[config.mk]
export PLATFORM = sky130hd
export DESIGN_NAME = btn_event_decoder_flat
export DESIGN_NICKNAME = d
export VERILOG_FILES = /design/src/rtl/btn_pkg.sv /design/src/rtl/btn_event_decoder_if.sv /design/src/rtl/btn_event_decoder.sv /design/src/flat_wrapper.sv
export SDC_FILE = /design/constraint.sdc
export NUM_CORES = 1
export LEC_CHECK = 0
export CAP_MARGIN = 20
export CORE_MARGIN = 2
export CORE_UTILIZATION = 30
export CTS_CLUSTER_DIAMETER = 150
export CTS_CLUSTER_SIZE = 25
export DETAILED_ROUTE_END_ITERATION = 8
export HOLD_SLACK_MARGIN = 0.02
export SYNTH_ARGS = -nofsm -noshare
export SYNTH_HDL_FRONTEND = slang
export SYNTH_SLANG_ARGS = --single-unit
[constraint.sdc]
create_clock -name clk -period 2.7 [get_ports clk]
set_clock_uncertainty 0.15 [all_clocks]
set_input_delay 0.405 -clock clk [delete_from_list [all_inputs] [get_ports clk]]
set_output_delay 0.405 -clock clk [all_outputs]
set_load 0.02 [all_outputs]
[src/rtl/btn_pkg.sv]
// Shared definitions for the button gesture decoder: state encoding and default tick counts.
package btn_pkg;

    localparam int LONG_TICKS_DEF = 500;
    localparam int DBL_TICKS_DEF  = 250;
    localparam int CNT_W_DEF      = 10;

    localparam logic [2:0] ST_IDLE   = 3'd0;
    localparam logic [2:0] ST_PRESS1 = 3'd1;
    localparam logic [2:0] ST_LONG   = 3'd2;
    localparam logic [2:0] ST_WAIT2  = 3'd3;
    localparam logic [2:0] ST_PRESS2 = 3'd4;

    typedef enum logic [2:0] {
        S_IDLE   = ST_IDLE,
        S_PRESS1 = ST_PRESS1,
        S_LONG   = ST_LONG,
        S_WAIT2  = ST_WAIT2,
        S_PRESS2 = ST_PRESS2
    } state_t;

endpackage

[src/rtl/btn_event_decoder_if.sv]
// Button level and tick in, one-cycle gesture strobes plus hold level out.
interface btn_event_decoder_if;

    logic ce;
    logic btn_lvl;
    logic short_ceo;
    logic long_ceo;
    logic double_ceo;
    logic hold;

    modport master (
        output ce,
        output btn_lvl,
        input  short_ceo,
        input  long_ceo,
        input  double_ceo,
        input  hold
    );

    modport slave (
        input  ce,
        input  btn_lvl,
        output short_ceo,
        output long_ceo,
        output double_ceo,
        output hold
    );

endinterface

[src/rtl/btn_event_decoder.sv]
// Turns a debounced button level into short/long/double-click strobes and a hold level.
// Edges always take priority over the terminal tick of the current timing window.
import btn_pkg::*;

module btn_event_decoder #(
    parameter int LONG_TICKS = LONG_TICKS_DEF,
    parameter int DBL_TICKS  = DBL_TICKS_DEF,
    parameter int CNT_W      = CNT_W_DEF
) (
    input logic           clk,
    input logic           rst_n,
    btn_event_decoder_if.slave bus
);

    localparam logic [CNT_W-1:0] LONG_LAST = CNT_W'(LONG_TICKS - 1);
    localparam logic [CNT_W-1:0] DBL_LAST  = CNT_W'(DBL_TICKS - 1);

    state_t           state;
    state_t           state_next;
    logic [CNT_W-1:0] cnt;
    logic [CNT_W-1:0] cnt_next;
    logic             lvl_q;
    logic             press;
    logic             rel;
    logic             short_next;
    logic             long_next;
    logic             double_next;
    logic             hold_next;
    logic             short_q;
    logic             long_q;
    logic             double_q;
    logic             hold_q;

    assign press = bus.btn_lvl & ~lvl_q;
    assign rel   = ~bus.btn_lvl & lvl_q;

    always_ff @(posedge clk or negedge rst_n) begin
        if (!rst_n) begin
            state <= S_IDLE;
            cnt   <= '0;
            lvl_q <= 1'b0;
        end else begin
            state <= state_next;
            cnt   <= cnt_next;
            lvl_q <= bus.btn_lvl;
        end
    end

    // Counter is cleared on every state change so each window starts from zero.
    always_comb begin
        state_next  = state;
        cnt_next    = cnt;
        short_next  = 1'b0;
        long_next   = 1'b0;
        double_next = 1'b0;
        case (state)
            S_IDLE: begin
                if (press) begin
                    state_next = S_PRESS1;
                    cnt_next   = '0;
                end
            end
            S_PRESS1: begin
                if (rel) begin
                    state_next = S_WAIT2;
                    cnt_next   = '0;
                end else if (bus.ce) begin
                    if (cnt == LONG_LAST) begin
                        state_next = S_LONG;
                        cnt_next   = '0;
                        long_next  = 1'b1;
                    end else begin
                        cnt_next = cnt + 1'b1;
                    end
                end
            end
            S_LONG: begin
                if (rel) begin
                    state_next = S_IDLE;
                    cnt_next   = '0;
                end
            end
            S_WAIT2: begin
                if (press) begin
                    state_next = S_PRESS2;
                    cnt_next   = '0;
                end else if (bus.ce) begin
                    if (cnt == DBL_LAST) begin
                        state_next = S_IDLE;
                        cnt_next   = '0;
                        short_next = 1'b1;
                    end else begin
                        cnt_next = cnt + 1'b1;
                    end
                end
            end
            S_PRESS2: begin
                if (rel) begin
                    state_next  = S_IDLE;
                    cnt_next    = '0;
                    double_next = 1'b1;
                end
            end
            default: begin
                state_next = S_IDLE;
                cnt_next   = '0;
            end
        endcase
        hold_next = (state_next == S_LONG);
    end

    // Registered outputs: strobes appear one clock after the deciding cycle.
    always_ff @(posedge clk or negedge rst_n) begin
        if (!rst_n) begin
            short_q  <= 1'b0;
            long_q   <= 1'b0;
            double_q <= 1'b0;
            hold_q   <= 1'b0;
        end else begin
            short_q  <= short_next;
            long_q   <= long_next;
            double_q <= double_next;
            hold_q   <= hold_next;
        end
    end

    assign bus.short_ceo  = short_q;
    assign bus.long_ceo   = long_q;
    assign bus.double_ceo = double_q;
    assign bus.hold       = hold_q;

endmodule

[src/flat_wrapper.sv]
// flat-port wrapper written by rule: the top's interface ports become plain ports
module btn_event_decoder_flat 
#(
    parameter int LONG_TICKS = LONG_TICKS_DEF,
    parameter int DBL_TICKS  = DBL_TICKS_DEF,
    parameter int CNT_W      = CNT_W_DEF
)
  (clk, rst_n, bus_ce, bus_btn_lvl, bus_short_ceo, bus_long_ceo, bus_double_ceo, bus_hold);
  btn_event_decoder_if bus_i ();
  input logic clk;
  input logic rst_n;
  input wire logic [$bits(bus_i.ce)-1:0] bus_ce;
  input wire logic [$bits(bus_i.btn_lvl)-1:0] bus_btn_lvl;
  output wire logic [$bits(bus_i.short_ceo)-1:0] bus_short_ceo;
  output wire logic [$bits(bus_i.long_ceo)-1:0] bus_long_ceo;
  output wire logic [$bits(bus_i.double_ceo)-1:0] bus_double_ceo;
  output wire logic [$bits(bus_i.hold)-1:0] bus_hold;
  assign bus_i.ce = bus_ce;
  assign bus_i.btn_lvl = bus_btn_lvl;
  assign bus_short_ceo = bus_i.short_ceo;
  assign bus_long_ceo = bus_i.long_ceo;
  assign bus_double_ceo = bus_i.double_ceo;
  assign bus_hold = bus_i.hold;
  btn_event_decoder #(.LONG_TICKS(LONG_TICKS), .DBL_TICKS(DBL_TICKS), .CNT_W(CNT_W)) u_core (.clk(clk), .rst_n(rst_n), .bus(bus_i));
endmodule
==> results_dict.tcl, run 1 <==
set metrics [dict create \
    insertion_delay_ns 0.31 \
    syn_to_final_growth_pct 11.5 \
    synth-seq-cells 18 \
    most-common-layout-cells "dfrtp_1, nor2_1, o21ai_0, clkdlybuf4s50_1" \
    synth-seq-area-share_pct 41.7 \
    hpwl_um 1580 \
    combPwrFrac_pct 40.6 \
    initial_core_util_pct 31.9 \
    peakVddDrop_uv 533 \
    remaining_drc_errors 0 \
    grt_pass1_wl_um 3720 \
    clkTransAtPathRegs_ns 0.11 \
    hold_viol 0 \
    fmax_mhz 449 \
    synth-edff-count 0 \
    postCtsHoldBufs 0 \
    end_kind "flop" \
    synth_cell_types 42 \
    cts_tree "done" \
    status "finished clean" \
    p_switching_mw 0.386 \
    vias 884 \
    rows 21 \
    rsz0062_at_grt "no" \
    whs_ns 0.265 \
    wl_per_cell_um 13.9 \
    numCtsBuffers 3 \
    seqPwrFrac_pct 44.4 \
    via_per_inst 5.53 \
    grt_pass1_vias 788 \
    worst_slew_pin_slew_ns 0.469 \
    p_int_mw 0.546 \
    slew_headroom_pct 68.6 \
    die_x_um 64.0 \
    drt_first_pass_iters 4 \
    multi_input_area_um2 584 \
    postSynthCellCount 107 \
    cts.repair.resized 0 \
    core_um2 3390 \
    gp_congestion 0.801 \
    cp_data_arrival_time_ns 2.27 \
    port_buffers 7 \
    drv_slew 0 \
    antenna_cells 0 \
    yosysWarnings 0 \
    start_kind "flop" \
    cts_root_buffer "clkbuf_4" \
    critPathRequiredTime_ns 2.74 \
    cts_max_path_buffers 2 \
    synth_top_area_share_pct 41.7 \
    drv_cap 0 \
    finalNetCount 122 \
    syn_avg_cell_area_um2 10.1 \
    die_h_um 64.0 \
    regArea_um2 450 \
    first_iter_violations 32 \
    period_share_pct 82.5 \
    path_max_fanout 6 \
    grt.total_usage_pct 11.5 \
    swShare_pct 41.4 \
    synthArstFlopShare_pct 100 \
    grt_max_degree 19 \
    rrSetupSlack_ns 0.47 \
    clkSinkCount 18 \
    drive_above_1_share_pct 13.2 \
    leakage_nw 0.493 \
    num-fill-cells 336 \
    h-tree-depth 1 \
    synth.top_cells.by_area "dfrtp_1, o21ai_0, nor2_1, nor3_1, a22o_1" \
    yosysTopAreaCell "dfrtp_1" \
    ioPinCount 8 \
    period_minus_slack_ns 2.23 \
    cellPowerDensity_nw_per_um2 775 \
    finalSetupViolations 0 \
    routed_wl_um 2220 \
    p_clk_share_pct 15.0 \
    syn-cell-area_um2 1080 \
    synth_top_flop_cell "dfrtp_1" \
    antenna_found_initial 0 \
    final_common_cell "dfrtp_1" \
    mappedNetlistNets 113 \
    drtAntennaViolNets 0 \
    crit_type "flop to flop" \
    grt.overflow.total 0 \
    die_area_um2 4100 \
    post_cts_buffers 0 \
    hp-class "input port to async pin" \
    tns_ns 0 \
]
## synthesized netlist by cell type (2+ instances only)
master	number
nor3_1	6
dfrtp_1	18
nor2_1	9
nand3_1	3
nand2b_1	3
inv_1	3
a221o_1	2
a32oi_1	2
and3_1	4
nor2b_1	2
nand2_1	6
or3_4	2
a31o_2	3
ha_1	2
buf_6	2
o21ai_0	9
a22o_1	3
nand4_1	3
and3b_1	2
## worst paths after layout
kind / endpoint / from / cells past startpoint
hold / removal: u_core.cnt[0]$_DFFE_PN0P_ / rst_n / 2
hold reg to reg: u_core.cnt[9]$_DFFE_PN0P_ / u_core.cnt[9]$_DFFE_PN0P_ / 1
max in group asynchronous: u_core.cnt[7]$_DFFE_PN0P_ / rst_n / 2
setup reg to reg: u_core.cnt[7]$_DFFE_PN0P_ / u_core.cnt[0]$_DFFE_PN0P_ / 6
setup / recovery: u_core.cnt[7]$_DFFE_PN0P_ / u_core.cnt[0]$_DFFE_PN0P_ / 6
min in group clk: u_core.cnt[9]$_DFFE_PN0P_ / u_core.cnt[9]$_DFFE_PN0P_ / 1
## area by class of cell
class / count / share of cell area (%)
multi-input cells: 82 / 48.5
flip-flops and latches: 18 / 37.4
repair buffers: 8 / 6.44
well taps: 46 / 4.78
clock buffers: 3 / 1.87
inverters: 3 / 0.936
## through the flow
| stage | util [%] | cells | power [mW] | area [um2] | setup WS, ns |
|---|---|---|---|---|---|
| final | 35.5 | 160 | 0.933 | 1200 | 0.472 |
| after floorplan | - | 107 | 0.729 | 1080 | 0.689 |
| after CTS | 35.5 | 160 | 0.935 | 1200 | 0.460 |
| after global placement | 34.8 | 157 | 0.783 | 1180 | 0.207 |
| after global routing | 35.5 | 160 | 1.01 | 1200 | 0.395 |
| after detailed placement | 34.8 | 157 | 0.795 | 1180 | 0.143 |
## power by group through the flow
stage	combinational (mW)	clock (mW)	sequential, mW
5_1_grt	0.420	0.157	0.430
3_3_place_gp	0.370	0	0.413
4_1_cts	0.379	0.145	0.411
3_5_place_dp	0.377	0	0.418
2_1_floorplan	0.351	0	0.377
6_report	0.378	0.140	0.414
## registers in the layout, summed over array words and instances, names as in the netlist
name                   flops
u_core.bus.double_ceo      1
u_core.bus.short_ceo       1
u_core.state               3
u_core.bus.long_ceo        1
u_core.cnt                10
u_core.bus.hold            1
u_core.lvl_q               1
## critical path, cell delays in order, from the launching register on
cell      delay [ns]
dfrtp_1         0.45
ha_1            0.24
nor4bb_1        0.39
or3_4           0.22
o221ai_2        0.15
a31o_2          0.28
a22o_1          0.23
## per-layer routing
layer,GRT usage [%],share of wire [%],vias to the layer above
met2,18.0,46,13
li1,-,-,434
met5,0,0,-
met4,1.63,0.86,0
met3,3.87,3.7,4
met1,15.7,49,433
## cell families (layout without fill, tap and decap cells)
kind of cell / Yosys count / after routing / synth area share [%]
mux: 1 / 1 / 0.927
fa+ha+maj: 2 / 2 / 2.32
buf+inv: 7 / 14 / 4.17
compound gates: 31 / 31 / 23.9
flops: 18 / 18 / 41.7
simple gates: 48 / 48 / 27.0
No activity file was read; power rests on OpenSTA's default activity.
==> run 2: changes to the inputs <==
==> constraint.sdc (replaced) <==
create_clock -name clk -period 2.3 [get_ports clk]
set_clock_uncertainty 0.15 [all_clocks]
set_input_delay 0.345 -clock clk [delete_from_list [all_inputs] [get_ports clk]]
set_output_delay 0.345 -clock clk [all_outputs]
set_load 0.02 [all_outputs]
==> run 2 against run 1 <==
- sequential cell count is the same
- die area is the same
- setup slack got worse by 0.33 ns
- sequential share of layout area fell by 2.8 points
- maximum frequency is 3.1% higher
- worst hold slack lost 0.042 ns
- register-to-register slack got worse by 0.33 ns
- critical path depth is the same
- non-clock buffer count increased by 12
- largest power group is now combinational cells
==> results_dict.tcl, run 2 (same netlist as run 1, synthesis figures left out) <==
set metrics [dict create \
    cp_data_arrival_time_ns 2.21 \
    top_register "u_core.cnt" \
    vias 939 \
    top_regs "u_core.cnt x10, u_core.state x3" \
    grt.total_usage_pct 12.6 \
    setup_ws_ns 0.138 \
    syn_to_final_growth_pct 20.4 \
    cts_root_buffer "clkbuf_4" \
    wl_met1_um 1120 \
    via_per_inst 5.46 \
    die_h_um 64.0 \
    core_um2 3390 \
    end_kind "flop" \
    start_kind "flop" \
    path_max_fanout 5 \
    drt_first_pass_iters 4 \
    slowest_stage "dfrtp_1" \
    place_area_um2 1270 \
    drv_slew 0 \
    routed_wl_um 2350 \
    place_inst 169 \
    reg2reg_depth 6 \
    period_share_pct 94.0 \
    cts_tree "done" \
    cts_max_path_buffers 2 \
    antenna_cells 0 \
    path_delay_family "simple AND/OR/NAND/NOR gates" \
    clkSinkCount 18 \
    final_cell_area_um2 1300 \
    fmax_mhz 463 \
    most-common-layout-cells "dfrtp_1, buf_4, nor2_1, o21ai_0, clkdlybuf4s50_1" \
    die_x_um 64.0 \
    timing.critical_path.from "u_core.cnt[1]$_DFFE_PN0P_" \
    largest_register_ff_count 10 \
    r2r-end "u_core.cnt[8]$_DFFE_PN0P_" \
    period_minus_slack_ns 2.16 \
    port_buffers 7 \
    remaining_drc_errors 0 \
    cellPowerDensity_nw_per_um2 918 \
    grt.overflow.total 0 \
    antenna_found_initial 0 \
    drtAntennaViolNets 0 \
    slew_headroom_pct 68.9 \
    dpl_worst_slack_ns -0.132 \
    whs_ns 0.223 \
    status "finished clean" \
    critPathMaxStageDelay_ns 0.44 \
    drv_cap 0 \
    finalNetCount 134 \
    clkTransAtPathRegs_ns 0.10 \
    dr_wl_met3_um 69 \
    hpwl_um 1750 \
    critPathRequiredTime_ns 2.35 \
    crit-reg2reg-launch "u_core.cnt[1]$_DFFE_PN0P_" \
    ioPinCount 8 \
    finalNonFillerCells 172 \
    initial_core_util_pct 31.9 \
    grt_max_degree 19 \
    first_iter_violations 42 \
    fin_util_pct 38.4 \
    worstPathCellList "ha_1, nor4bb_2, or3_4, o221a_4, or3_4, o41ai_2" \
    hold_viol 0 \
    worst_slew_pin_slew_ns 0.465 \
    highest_layer "met4" \
    num-fill-cells 332 \
    cp_num_buf_inv 0 \
    crit_type "flop to flop" \
    numCtsBuffers 3 \
    hp-class "input port to async pin" \
    cpMostUsedCell "or3_4" \
    wl_met2_um 1150 \
    rrSetupSlack_ns 0.14 \
    drive_above_1_share_pct 22.2 \
    leakage_nw 0.552 \
    rows 21 \
    insertion_delay_ns 0.29 \
    gp_congestion 0.865 \
    grt_pass1_vias 938 \
    finalSetupViolations 0 \
    final_common_cell "dfrtp_1" \
    wl_per_cell_um 13.7 \
    h-tree-depth 1 \
    postCtsHoldBufs 0 \
    die_area_um2 4100 \
    peakVddDrop_uv 525 \
    grt_pass1_wl_um 4080 \
]
==> run 2: cell count changes in the layout (fill, tap and decap cells not counted), sizes merged <==
cell  change
buf      +12
==> run 2: area by class of cell <==
class	instances	area, um2	share of cell area (%)
well taps	46	57.6	4.43
inverters	3	11.3	0.866
clock buffers	3	22.5	1.73
repair buffers	20	168	12.9
multi-input cells	82	591	45.4
flip-flops and latches	18	450	34.6
==> run 2: timing repair <==
action / CTS / global route
setup endpoints to repair: 0 / 6
setup buffers: 0 / 0
gates resized for setup: 0 / 1
==> run 2: stage by stage <==
step	TNS, ns	power, mW
floorplan	0	0.855
detailed placement	-0.835	1.03
CTS	0	1.20
global placement	-0.257	1.01
global route	-0.000791	1.29
finish	0	1.19
==> run 2: worst max path at each step <==
stage | endpoint | slack (ns) | cells after the start
2_1_floorplan | u_core.cnt[8]$_DFFE_PN0P_ | 0.29 | 6
3_3_place_gp | u_core.cnt[6]$_DFFE_PN0P_ | -0.05 | 7
3_5_place_dp | u_core.cnt[6]$_DFFE_PN0P_ | -0.13 | 7
4_1_cts | u_core.cnt[6]$_DFFE_PN0P_ | 0.1 | 7
5_1_grt | u_core.cnt[6]$_DFFE_PN0P_ | -0.0008 | 7
6_report | u_core.cnt[8]$_DFFE_PN0P_ | 0.14 | 6
==> run 2: layer usage <==
layer  global-route usage [%]  up-vias
met2                     19.9       12
met5                        0        -
li1                         -      459
met1                     15.4      466
met4                     4.89        0
met3                     4.58        2
==> run 2: power breakdown <==
group | switching (mW) | internal [mW] | leakage [nW]
Combinational | 0.278 | 0.280 | 0.299
Clock | 0.0977 | 0.0609 | 0.0138
Sequential | 0.0966 | 0.379 | 0.239
==> run 3: changes to the inputs <==
--- a/config.mk
+++ b/config.mk
@@ -12,6 +12,7 @@
 export CTS_CLUSTER_SIZE = 25
 export DETAILED_ROUTE_END_ITERATION = 8
 export HOLD_SLACK_MARGIN = 0.02
+export PLACE_DENSITY_LB_ADDON = 0.05
 export SYNTH_ARGS = -nofsm -noshare
 export SYNTH_HDL_FRONTEND = slang
 export SYNTH_SLANG_ARGS = --single-unit
==> run 3 against run 2 <==
- sequential share of layout area shrank 0.81 points
- register-to-register slack gained 0.04 ns
- setup slack improved by 0.024 ns
==> results_dict.tcl, run 3 (same netlist as run 1, synthesis figures left out) <==
set metrics [dict create \
    vias 913 \
    remaining_drc_errors 0 \
    finalSetupViolations 0 \
    ioPinCount 8 \
    core_um2 3390 \
    worst_slew_pin_slew_ns 0.454 \
    hold_viol 0 \
    h-tree-depth 1 \
    drtAntennaViolNets 0 \
    hpwl_um 1800 \
    hp-class "input port to async pin" \
    path_max_fanout 8 \
    antenna_found_initial 0 \
    clkSinkCount 18 \
    setup_ws_ns 0.163 \
    post_cts_buffers 0 \
    port_buffers 7 \
    rsz0062_at_grt "no" \
    initial_core_util_pct 31.9 \
    total_power_mw 1.22 \
    cts_root_buffer "clkbuf_4" \
    die_h_um 64.0 \
    critPathRequiredTime_ns 2.34 \
    end_kind "flop" \
    grt_pass1_vias 868 \
    via_per_inst 5.16 \
    largest_register_ff_count 10 \
    tns_ns 0 \
    period_share_pct 92.9 \
    numCtsBuffers 3 \
    cts_max_path_buffers 2 \
    crit_type "input port to flop" \
    first_iter_violations 41 \
    die_x_um 64.0 \
    cp_data_arrival_time_ns 2.18 \
    finalNetCount 139 \
    final_cell_area_um2 1330 \
    insertion_delay_ns 0.29 \
    peakVddDrop_uv 346 \
    period_minus_slack_ns 2.14 \
    slew_headroom_pct 69.6 \
    postCtsHoldBufs 0 \
    status "finished clean" \
    leakage_nw 0.578 \
    fin_util_pct 39.3 \
    antenna_cells 0 \
    grt.total_usage_pct 13.2 \
    grt_pass1_wl_um 4240 \
    dpl_worst_slack_ns -0.125 \
    gp_congestion 0.855 \
    top_regs "u_core.cnt x10, u_core.state x3" \
    place_area_um2 1310 \
    drive_above_1_share_pct 24.4 \
    syn_to_final_growth_pct 23.3 \
    rows 21 \
    fmax_mhz 468 \
    die_area_um2 4100 \
    clkTransAtPathRegs_ns 0.11 \
    routed_wl_um 2370 \
    top_register "u_core.cnt" \
    cellPowerDensity_nw_per_um2 914 \
    drt_first_pass_iters 4 \
    cts.repair.resized 0 \
    start_kind "input port" \
    drv_cap 0 \
    grt.overflow.total 0 \
    cts_tree "done" \
    wl_per_cell_um 13.4 \
    grt_max_degree 19 \
    drv_slew 0 \
    most-common-layout-cells "buf_4, dfrtp_1, nor2_1, o21ai_0, clkdlybuf4s50_1" \
]
[run 3: metal layers]
| metal | routed length [um] | GRT usage [%] | vias to the layer above |
|---|---|---|---|
| met1 | 1300 | 19.6 | 437 |
| met3 | 39 | 2.11 | 2 |
| met2 | 1010 | 19.0 | 7 |
| met5 | 0 | 0 | - |
| li1 | - | - | 467 |
| met4 | 23 | 4.89 | 0 |
[run 3: final timing paths]
| kind | start | depth (start not counted) | to | slack [ns] |
|---|---|---|---|---|
| worst max-delay path | bus_btn_lvl | 6 | u_core.cnt[8]$_DFFE_PN0P_ | 0.16 |
| worst min-delay path | rst_n | 2 | u_core.bus.double_ceo$_DFF_PN0_ | 0.23 |
| worst max register to register | u_core.cnt[1]$_DFFE_PN0P_ | 7 | u_core.cnt[6]$_DFFE_PN0P_ | 0.18 |
| worst min register to register | u_core.cnt[9]$_DFFE_PN0P_ | 1 | u_core.cnt[9]$_DFFE_PN0P_ | 0.41 |
| max in group asynchronous | rst_n | 2 | u_core.cnt[8]$_DFFE_PN0P_ | 1.58 |
| min in group clk | u_core.cnt[9]$_DFFE_PN0P_ | 1 | u_core.cnt[9]$_DFFE_PN0P_ | 0.41 |
[run 3: critical path: stages]
cell and delay (ns):
clkdlybuf4s50_1 0.59, nor4b_1 0.26, o21ai_0 0.14, and4_4 0.24, or3_4 0.40, o41ai_2 0.21
[run 3: cell type report]
class                           count  area [um2]
Sequential cell                    18         450
Inverter                            3        11.3
Tap cell                           46        57.6
Fill cell                         330        2060
Timing Repair Buffer               25         205
Multi-Input combinational cell     82         584
Clock buffer                        3        22.5
[run 3: where the power goes]
| group | switching (mW) | internal [mW] | leakage (nW) | total, mW |
|---|---|---|---|---|
| Combinational | 0.294 | 0.302 | 0.325 | 0.596 |
| Clock | 0.0996 | 0.0609 | 0.0138 | 0.160 |
| Sequential | 0.0810 | 0.379 | 0.239 | 0.460 |
| Total | 0.475 | 0.742 | 0.578 | 1.22 |
[run 3: through the flow]
stage                     cells  hold slack [ns]
final                       177            0.226
after global routing        177            0.242
after CTS                   177            0.229
after detailed placement    174            0.380
after global placement      174            0.385
after floorplan             107           -0.101
==> patch: new RTL, flow settings as in run 1 <==
The package constant `CNT_W_DEF` goes from 10 to 5.
--- a/src/rtl/btn_pkg.sv
+++ b/src/rtl/btn_pkg.sv
@@ -3,7 +3,7 @@
 
     localparam int LONG_TICKS_DEF = 500;
     localparam int DBL_TICKS_DEF  = 250;
-    localparam int CNT_W_DEF      = 10;
+    localparam int CNT_W_DEF      = 5;
 
     localparam logic [2:0] ST_IDLE   = 3'd0;
     localparam logic [2:0] ST_PRESS1 = 3'd1;
Formal check against the unedited RTL: same outputs for any inputs over 10 cycles, from zero or initial values and one cycle with rst_n low; that may be too few to reach the edited logic, so the function may still have changed.
==> patch against run 1 <==
Worst setup slack gained 130 ps. Non-clock buffer count shrank 1. Sequential cell count shrank 5. Cell count shrank 29%. Routed wire length shrank 38%. Final area shrank 28%. Sequential power shrank 32%. First-iteration DRC count shrank 78%. Count of clock-buffer cells in the layout grew 1. Total power shrank 28%. Area after synthesis shrank 32%. Core utilization grew 2.7 points. Critical path type is now in -> reg. Largest power group unchanged.
==> patch: results <==
metrics = {
    "synth": {
        "synth_warnings": 0,
        "yosys-top-cells-count": "dfrtp_1 (13), nand2_1 (7)",
        "syn_nets": 80,
        "synth_area_leaders": "dfrtp_1 (45%), a2111oi_4 (3.8%), nand2_1 (3.6%)",
        "synthDistinctLibCells": 31,
        "synth.avg_cell_area_sq_um": 9.857,
        "synth-seq-area-share_pct": 44.60,
    },
    "finish": {
        "reg_top3": "u_core.cnt: 5 flops, u_core.state: 3 flops",
        "layout.nets": 92,
        "n_fill_cell": 240,
        "final_layout_size_suffix_gt1_share_pct": 12.94,
    },
    "worst_setup_path": {
        "cpPeakStageDelay_ps": 530,
        "critPathArrivalTime_ps": 2120,
        "critPathSlowestCell": "clkdlybuf4s50_1",
        "rrSetupSlack_ps": 820,
        "crit_fanout": 7,
    },
    "cts": {
        "path_clk_slew_ps": 80,
        "clkLatencyLatePin_ps": 280,
    },
    "timing": {
        "postLayoutSetupSlackWorst_ps": 603.9,
        "hold_ws_ps": 334.3,
        "max_slew.worst_pin.slew_ps": 574.4,
    },
    "detailed_routing": {
        "num_vias": 568,
        "via_per_inst": 5.027,
        "drt-initial-drc-count": 7,
        "routedWlPerCell_microns": 12.14,
    },
    "power": {
        "ir_drop_uv": 393.9,
        "switching_power_mw": 0.2661,
        "leakage_nw": 0.3430,
    },
    "grt": {
        "track_usage_pct": 12.53,
        "grt_pass1_wl_microns": 2490,
        "grt_pass1_vias": 559,
        "grt_max_degree": 14,
    },
    "outcome": {
        "status": "finished clean",
    },
    "min_path": {
        "hold_class": "in -> async",
    },
    "placement": {
        "pre_cts_ws_ps": 311.8,
        "placed_cells": 109,
        "hpwl_microns": 1027,
        "gp_congestion": 0.8781,
    },
}
## patch: through the flow
stage                     instance area (sq um)  power, mW
final                                     860.8     0.6735
after global routing                      860.8     0.7344
after CTS                                 860.8     0.6793
after detailed placement                  834.6     0.5512
after global placement                    834.6     0.5531
after floorplan                           729.5     0.4846
## patch: kinds of logic (layout without fill, tap and decap cells)
kind of cell               Yosys count  count (layout)  share of synthesized area, %
buffers and inverters                5              16                         2.573
and+or+nand+nor                     35              35                         27.27
AOI/OAI and AO/OA                   19              19                         22.13
DFF                                 13              13                         44.60
adders and majority gates            2               2                         3.430
## patch: area by class of cell
class                      instances  area, sq um  area share (%)
inverter                           5        18.77           2.180
timing repair buffer               7        70.07           8.140
multi-input combinational         56        385.4           44.77
clock buffer                       4        26.28           3.052
tap                               28        35.03           4.070
sequential                        13        325.3           37.79
## patch: layer usage
layer | global-route usage (%) | part of all wire, % | vias to the layer above
met4 | 7.265 | 1.9 | 0
met5 | 0 | 0 | -
met3 | 4.520 | 5.8 | 5
met2 | 18.93 | 48 | 14
met1 | 15.10 | 44 | 258
li1 | - | - | 291
## patch: path summary, 6_finish.rpt
check                               from              endpoint
hold / removal                     rst_n  u_core.bus.short_ceo
hold reg to reg            u_core.cnt[1]         u_core.cnt[1]
min in group clk           u_core.cnt[1]         u_core.cnt[1]
max in group asynchronous          rst_n       u_core.state[1]
setup / recovery             bus_btn_lvl         u_core.cnt[4]
setup reg to reg           u_core.cnt[0]       u_core.bus.hold
## patch: power by group through the flow
stage                     Combinational, mW  Clock [mW]  Sequential [mW]
final                                 0.269       0.125            0.280
after global placement                0.268           0            0.285
after CTS                             0.268       0.130            0.281
after detailed placement              0.266           0            0.285
after global routing                  0.302       0.142            0.290
after floorplan                       0.203           0            0.282
